===== config.mk =====
export PLATFORM = sky130hd
export DESIGN_NAME = stream_mux_rr
export DESIGN_NICKNAME = d
export VERILOG_FILES = /design/src/rtl/stream_pkg.sv /design/src/rtl/rr_arbiter.sv /design/src/rtl/stream_mux_rr.sv
export SDC_FILE = /design/constraint.sdc
export NUM_CORES = 1
export LEC_CHECK = 0
export CORE_MARGIN = 3
export CORE_UTILIZATION = 40
export DETAILED_ROUTE_END_ITERATION = 12
export GPL_TIMING_DRIVEN = 0
export PLACE_DENSITY_LB_ADDON = 0.15
export SYNTH_ARGS = -nofsm -noshare
export SYNTH_HDL_FRONTEND = slang
export SYNTH_SLANG_ARGS = --single-unit

===== constraint.sdc =====
create_clock -name clk -period 2.9 [get_ports clk]
set_clock_uncertainty 0.05 [all_clocks]
set_input_delay 0.58 -clock clk [delete_from_list [all_inputs] [get_ports clk]]
set_output_delay 0.58 -clock clk [all_outputs]
set_load 0.05 [all_outputs]

===== src/rtl/stream_pkg.sv =====
// Shared constants for the stream multiplexer family.
package stream_pkg;

   // Select mode encodings
   localparam logic MODE_FIXED = 1'b0;
   localparam logic MODE_RR    = 1'b1;

   // Default geometry
   localparam int unsigned NUM_CH_DEF = 4;
   localparam int unsigned DATA_W_DEF = 8;

endpackage


===== src/rtl/rr_arbiter.sv =====
// Rotated priority encoder: first requester at or after ptr_i (mod NUM_CH) wins.
module rr_arbiter #(
   parameter int unsigned NUM_CH = 4,
   localparam int unsigned SEL_W = $clog2(NUM_CH)
) (
   input  logic [NUM_CH-1:0] req_i,
   input  logic [SEL_W-1:0]  ptr_i,
   input  logic              en_i,
   output logic [SEL_W-1:0]  gnt_idx_o,
   output logic              gnt_valid_o
);

   logic             found;
   logic [SEL_W-1:0] idx;

   // Scan from the pointer, wrapping around, and latch the first request found
   always_comb begin
      found     = 1'b0;
      idx       = '0;
      gnt_idx_o = '0;
      for (int i = 0; i < int'(NUM_CH); i++) begin
         idx = SEL_W'((int'(ptr_i) + i) % int'(NUM_CH));
         if (!found && req_i[idx]) begin
            found     = 1'b1;
            gnt_idx_o = idx;
         end
      end
      gnt_valid_o = en_i & found;
   end

endmodule


===== src/rtl/stream_mux_rr.sv =====
// N-channel valid/ready stream mux with registered output, fixed or round-robin select.
// Note: in_ready_o depends combinationally on out_ready_i; out_data_o does not.
module stream_mux_rr
   import stream_pkg::*;
#(
   parameter int unsigned NUM_CH = NUM_CH_DEF,
   parameter int unsigned DATA_W = DATA_W_DEF,
   localparam int unsigned SEL_W = $clog2(NUM_CH)
) (
   input  logic                     clk,
   input  logic                     rst_n,
   input  logic                     mode_i,
   input  logic [SEL_W-1:0]         sel_i,
   input  logic [NUM_CH*DATA_W-1:0] in_data_i,
   input  logic [NUM_CH-1:0]        in_valid_i,
   output logic [NUM_CH-1:0]        in_ready_o,
   output logic [DATA_W-1:0]        out_data_o,
   output logic                     out_valid_o,
   output logic [SEL_W-1:0]         out_ch_o,
   input  logic                     out_ready_i
);

   logic [DATA_W-1:0] out_data_q, out_data_d;
   logic              out_valid_q, out_valid_d;
   logic [SEL_W-1:0]  out_ch_q, out_ch_d;
   logic [SEL_W-1:0]  rr_ptr_q, rr_ptr_d;

   logic              load_en;
   logic [NUM_CH-1:0] fixed_req;
   logic [NUM_CH-1:0] arb_req;
   logic [SEL_W-1:0]  gnt_idx;
   logic              gnt_valid;
   logic [DATA_W-1:0] gnt_data;

   assign load_en = ~out_valid_q | out_ready_i;

   // Fixed mode reuses the arbiter through a one-hot mask; out-of-range sel yields no request
   always_comb begin
      fixed_req = '0;
      for (int k = 0; k < int'(NUM_CH); k++) begin
         fixed_req[k] = in_valid_i[k] & (int'(sel_i) == k);
      end
   end

   assign arb_req = (mode_i == MODE_RR) ? in_valid_i : fixed_req;

   // Gating with rst_n keeps in_ready low while reset is held
   rr_arbiter #(
      .NUM_CH (NUM_CH)
   ) u_arb (
      .req_i       (arb_req),
      .ptr_i       (rr_ptr_q),
      .en_i        (load_en & rst_n),
      .gnt_idx_o   (gnt_idx),
      .gnt_valid_o (gnt_valid)
   );

   assign gnt_data = in_data_i[int'(gnt_idx)*DATA_W +: DATA_W];

   // Per-channel ready: one-hot on the granted channel, zero otherwise
   always_comb begin
      in_ready_o = '0;
      for (int k = 0; k < int'(NUM_CH); k++) begin
         in_ready_o[k] = gnt_valid & (gnt_idx == SEL_W'(k));
      end
   end

   // Next state of output stage and round-robin pointer
   always_comb begin
      out_data_d  = out_data_q;
      out_valid_d = out_valid_q;
      out_ch_d    = out_ch_q;
      rr_ptr_d    = rr_ptr_q;
      if (load_en) begin
         out_valid_d = gnt_valid;
         if (gnt_valid) begin
            out_data_d = gnt_data;
            out_ch_d   = gnt_idx;
         end
      end
      if (gnt_valid && (mode_i == MODE_RR)) begin
         rr_ptr_d = (gnt_idx == SEL_W'(NUM_CH - 1)) ? '0 : gnt_idx + SEL_W'(1);
      end
   end

   // State registers
   always_ff @(posedge clk or negedge rst_n) begin
      if (!rst_n) begin
         out_data_q  <= '0;
         out_valid_q <= 1'b0;
         out_ch_q    <= '0;
         rr_ptr_q    <= '0;
      end else begin
         out_data_q  <= out_data_d;
         out_valid_q <= out_valid_d;
         out_ch_q    <= out_ch_d;
         rr_ptr_q    <= rr_ptr_d;
      end
   end

   assign out_data_o  = out_data_q;
   assign out_valid_o = out_valid_q;
   assign out_ch_o    = out_ch_q;

endmodule


## Word-level counts from Yosys, hierarchy flattened

Cells that the tools add are included.

| cells by class | value |
|---|---|
| add/sub/neg operators | 4 |
| magnitude comparators | 4 |
| reduce and logical (&&, ||, !) cells | 10 |
| shifts and indexed selects | 1 |
| mux-type cells | 18 |
| bitwise operators | 12 |
| eq/ne operators | 6 |

Operator list:

| kind | number |
|---|---|
| $shiftx A32 B6 Y8 | 1 |
| $lt A2 B3 Y1 const B | 4 |
| $and A1 B1 Y1 | 10 |
| $mux W2 | 5 |
| $bmux W1 S2 | 4 |
| $eq A2 B2 Y1 const B | 4 |
| $mux W1 | 8 |
| $add A2 B1 Y2 const B | 2 |
| $add A2 B2 Y2 const B | 2 |
| $eq A2 B1 Y1 const B | 2 |
| $logic_and A1 B1 Y1 | 4 |
| $logic_not A2 Y1 | 2 |
| $mux W4 | 1 |
| $logic_not A1 Y1 | 3 |
| $reduce_and A2 Y1 | 1 |
| $not A1 Y1 | 1 |
| $or A1 B1 Y1 | 1 |

| word-level totals | value |
|---|---|
| logic and storage cells | 59 |
| register bits after elaboration | 13 |
| input port bits | 42 |

## Longest topological paths before layout

Gate-level depths: netlist of the first run.

| depth | value |
|---|---|
| depth in word-level cells | 17 |
| gate-level depth with buffers | 9 |
| gate-level depth less buffers | 7 |

## By module

A second synthesis of the first run with hierarchy kept.

| unflattened totals | value |
|---|---|
| cell total of the unflattened synthesis | 75 |
| area, all modules | 900.9 sq um |

Modules (own cells, without submodules):

| module | area each (sq um) | times used | cells an instance | seq. area each (sq um) |
|---|---|---|---|---|
| stream_mux_rr | 818.3 | 1 | 59 | 325.3 |
| rr_arbiter | 82.6 | 1 | 16 | 0.0 |

## Worst setup path before layout of the first run

No wires, ideal clock.

| path | value |
|---|---|
| path kind | in2out |
| start | in sel_i[0] |
| end | out in_ready_o[2] |
| arrival time | 2.904 ns |
| cell stages on the path | 8 |
| path slack | -0.634 ns |
| path through | buf_2 -> and4bb_2 -> a211oi_2 -> o21ai_1 -> o211a_1 -> o22ai_4 -> buf_4 -> nor3b_1 |

| on the way | value |
|---|---|
| word-level cells in the longest chain between the ends | 17 |

RTL lines:

| what | line | text |
|---|---|---|
| from (decl) | stream_mux_rr.sv:13 | `input logic [SEL_W-1:0] sel_i,` |
| $eq A2 B2 Y1, or another cell as far along | stream_mux_rr.sv:41 | `fixed_req[k] = in_valid_i[k] & (int'(sel_i) == k);` |
| $and A1 B1 Y1 | stream_mux_rr.sv:41 |  |
| $mux W4 * | stream_mux_rr.sv:45 | `assign arb_req = (mode_i == MODE_RR) ? in_valid_i : fixed_req;` |
| $bmux W1 S2 | rr_arbiter.sv:23 | `if (!found && req_i[idx]) begin` |
| $mux W1 (not written as such) | rr_arbiter.sv:23 |  |
| $mux W1 | rr_arbiter.sv:23 |  |
| $logic_not A1 Y1 | rr_arbiter.sv:23 |  |
| $logic_and A1 B1 Y1 | rr_arbiter.sv:23 |  |
| $mux W1 | rr_arbiter.sv:23 |  |
| $logic_not A1 Y1 | rr_arbiter.sv:23 |  |
| $logic_and A1 B1 Y1 | rr_arbiter.sv:23 |  |
| $mux W1 | rr_arbiter.sv:23 |  |
| $logic_not A1 Y1 | rr_arbiter.sv:23 |  |
| $logic_and A1 B1 Y1 | rr_arbiter.sv:23 |  |
| $mux W2 or $mux W1 (tied branches) | rr_arbiter.sv:23 |  |
| $eq A2 B2 Y1 or $and A1 B1 Y1 (tied branches) | stream_mux_rr.sv:64, rr_arbiter.sv:28 |  |
| $and A1 B1 Y1 * | stream_mux_rr.sv:64 | `in_ready_o[k] = gnt_valid & (gnt_idx == SEL_W'(k));` |
| to (decl) | stream_mux_rr.sv:16 | `output logic [NUM_CH-1:0] in_ready_o,` |

Every way passes the cells marked *; elsewhere a longest branch is shown, timed or not. The select of a mux whose other input is x is not followed.

## Worst setup path in the final report of the first run

| path | value |
|---|---|
| start | in in_valid_i[1] |
| end | out in_ready_o[1] |

| on the way | value |
|---|---|
| word-level cells in the longest chain between the ends | 16 |

RTL lines:

| what | line | text |
|---|---|---|
| from (decl) | stream_mux_rr.sv:15 | `input logic [NUM_CH-1:0] in_valid_i,` |
| $and A1 B1 Y1 | stream_mux_rr.sv:41 |  |
| $mux W4 * | stream_mux_rr.sv:45 |  |
| $bmux W1 S2 | rr_arbiter.sv:23 |  |
| $mux W1 (not written as such) | rr_arbiter.sv:23 |  |
| $mux W1 | rr_arbiter.sv:23 |  |
| $logic_not A1 Y1 | rr_arbiter.sv:23 |  |
| $logic_and A1 B1 Y1 | rr_arbiter.sv:23 |  |
| $mux W1 | rr_arbiter.sv:23 |  |
| $logic_not A1 Y1 | rr_arbiter.sv:23 |  |
| $logic_and A1 B1 Y1 | rr_arbiter.sv:23 |  |
| $mux W1 | rr_arbiter.sv:23 |  |
| $logic_not A1 Y1 | rr_arbiter.sv:23 |  |
| $logic_and A1 B1 Y1 | rr_arbiter.sv:23 |  |
| $mux W2 or $mux W1 (tied branches) | rr_arbiter.sv:23 |  |
| $eq A2 B1 Y1 or $and A1 B1 Y1 (tied branches) | stream_mux_rr.sv:64, rr_arbiter.sv:28 |  |
| $and A1 B1 Y1 * | stream_mux_rr.sv:64 |  |

Marked as above.

==> impl_metrics.tcl, run 1 <==
set metrics [dict create \
    fill_cells 193 \
    hold_class "primary input to async pin" \
    netlist_instances 125 \
    power_density_mw_per_mm2 875 \
    slew_viol_final 0 \
    synth-xor-area-share 0.00766 \
    syn_nets 167 \
    dr_total_vias 1271 \
    area_delta_synth_final_pct 69.8 \
    wl_per_cell_um 15.8 \
    gp_congestion 0.872 \
    synth_top_family_by_area "simple AND/OR/NAND/NOR gates" \
    dr.pass1.iters 4 \
    die_area_mm2 0.00354 \
    finalWorstSetupSlack_ps -59.4 \
    synth.distinct_cells 36 \
    wl_mm 3.57 \
    syn_avg_cell_area_um2 9.15 \
    cts-htree-levels 1 \
    hold_viol 0 \
    post-route-min-period_ps 2960 \
    die_x_um 59.5 \
    synth-compound-area-share 0.222 \
    grt.overflow.total 0 \
    grt_setup_unrepaired "true" \
    ios 57 \
    initial_utilization 0.442 \
    die_y_um 59.5 \
    violations "setup timing" \
    timing.hold.ws_ps 409 \
    arrival_ps 2330 \
    ys.flop_type "dfrtp_1" \
    synth_seq_cells 13 \
    synth_area_leaders "dfrtp_1 (28%), mux2i_1 (16%), a221o_1 (7.0%)" \
    startpoint_type "primary input" \
    grt_pass1_vias 1163 \
    status "complete, but fails checks" \
    cts_buffer_depth 2 \
    track_usage 0.204 \
    pre_cts_ws_ps -1210 \
    mostFrequentLayoutCells "clkdlybuf4s50_1 (44), mux2i_1 (18), buf_4 (12), dfrtp_1 (12)" \
    clk_pin_slew_ps 90 \
    syn_area_mm2 0.00114 \
    drive_gt1_frac 0.270 \
    maxSlewHeadroom 0.511 \
    setup_violations 4 \
    drv_cap 0 \
    cp.required_ps 2270 \
    dp_hpwl_mm 2.53 \
    path_max_fanout 6 \
    peakVddDrop_mv 0.702 \
    final_common_cell "clkdlybuf4s50_1" \
    port_buffers 55 \
    yosysTopAreaCell "dfrtp_1" \
    row_count 18 \
    rr_worst_depth 9 \
    ys_seq_area_frac 0.284 \
    leakage_nw 0.876 \
    cts_buffers 3 \
    synthSimpleGateAreaFrac 0.232 \
    n_antenna_cell 0 \
    synthAdderAreaFrac 0 \
    grt_max_degree 17 \
    tightest_slew_ps 733 \
    finalCritPeriodShare 1.02 \
    synthArstFlopShare 1.00 \
    ys_warn_count 0 \
    synth_edf_count 0 \
    core_area_mm2 0.00259 \
    ant_nets 0 \
    cts_tree "built" \
    finalNetCount 239 \
    clock_sinks 13 \
    drt_iter0_markers 54 \
    clk_latency_ps 280 \
    cts_root_buf "clkbuf_4" \
    drc 0 \
    fmax_ghz 0.338 \
    criticalPathCategory "primary input to output port" \
    grt_pass1_wl_mm 5.51 \
    yosys-mux-area-fraction 0.177 \
    synth_top_area_share 0.284 \
    vias_per_cell 5.62 \
    worst_setup_path_end_kind "output port" \
    antenna_found_initial 0 \
    setup-tns-final_ps -170 \
]
-- metrics by stage --
stage | area (um^2) | total power, mW | std cells | utilization
after floorplan | 1160 | 1.09 | 125 | -
after global placement | 1750 | 1.39 | 210 | 0.677
after detailed placement | 1750 | 1.40 | 210 | 0.677
after CTS | 1900 | 1.66 | 222 | 0.734
after global routing | 1940 | 1.80 | 226 | 0.750
final | 1940 | 1.70 | 226 | 0.750
-- cells in the mapped netlist, drive strengths merged (3+ instances only) --
master and number:
nor2 11, mux2i 18, a21oi 6, a211oi 3, nand4 3, a221o 8, o21ai 7, nor3 11
buf 10, nand2 7, inv 3, dfrtp 13
-- worst max-delay path: stages --
cell	delay (ps)
clkdlybuf4s15_2	220
mux2_4	300
a211oi_4	320
nor3_1	80
a21oi_1	220
o22ai_4	100
buf_6	140
nor3b_2	180
buf_6	180
-- state kept, by name, indices dropped and copies added (netlist names) --
| register | count |
|---|---|
| out_ch_o | 2 |
| out_valid_o | 1 |
| rr_ptr_q | 2 |
| out_data_o | 8 |
-- logic make-up (layout without fill, tap and decap cells) --
| group | count (synthesis) | in the layout |
|---|---|---|
| XOR/XNOR | 1 | 1 |
| AO/OA/AOI/OAI | 31 | 31 |
| multiplexers | 20 | 20 |
| buffers and inverters | 13 | 84 |
| AND/OR/NAND/NOR | 47 | 47 |
| flip-flops | 13 | 13 |
-- what timing repair did --
action / 4_1_cts / 5_1_grt
gates resized for setup: 57 / 6
cloned: 1 / 1
setup buffers: 7 / 3
pin swaps: 5 / 7
hold buffers: 0 / 0
endpoints found under the setup margin: 4 / 4
-- area by class of cell --
type / instances / area [um^2] / share of cell area
plain buffers: 10 / 96.3 / 0.0496
clock buffers: 4 / 26.3 / 0.0135
inverters: 3 / 11.3 / 0.00580
multi-input cells: 99 / 806 / 0.415
flip-flops and latches: 13 / 327 / 0.168
well taps: 30 / 37.5 / 0.0193
repair buffers: 67 / 638 / 0.329
-- power breakdown --
group	leakage, nW	internal (mW)	switching (mW)	total (mW)
logic	0.703	0.563	0.688	1.25
clock network	0.0150	0.0534	0.0664	0.120
registers	0.158	0.264	0.0652	0.329
-- path summary, 6_finish.rpt --
check	end	start	slack [ps]
max	in_ready_o[1]	in_valid_i[1]	-60
min reg2reg	out_ch_o[1]	out_ch_o[1]	450
min in group clk	out_ch_o[1]	out_ch_o[1]	450
max in group asynchronous	rr_ptr_q[0]	rst_n	1890
min	out_data_o[0]	rst_n	410
max reg2reg	out_data_o[4]	rr_ptr_q[0]	530
-- metal layers --
layer	part of all wire	GRT usage	routed length (um)
met2	0.49	0.317	1760
met3	0.074	0.0588	265
met5	0	0	0
met1	0.42	0.290	1510
met4	0.0081	0.0194	29
Power figures use the tool's default switching activity.
==> run 2: changes to the inputs <==
- CTS_CLUSTER_DIAMETER: unset -> 200
- CTS_CLUSTER_SIZE: unset -> 20
==> results of run 2 <==
No change in the layout: final DEF, timing and power equal those of run 1.
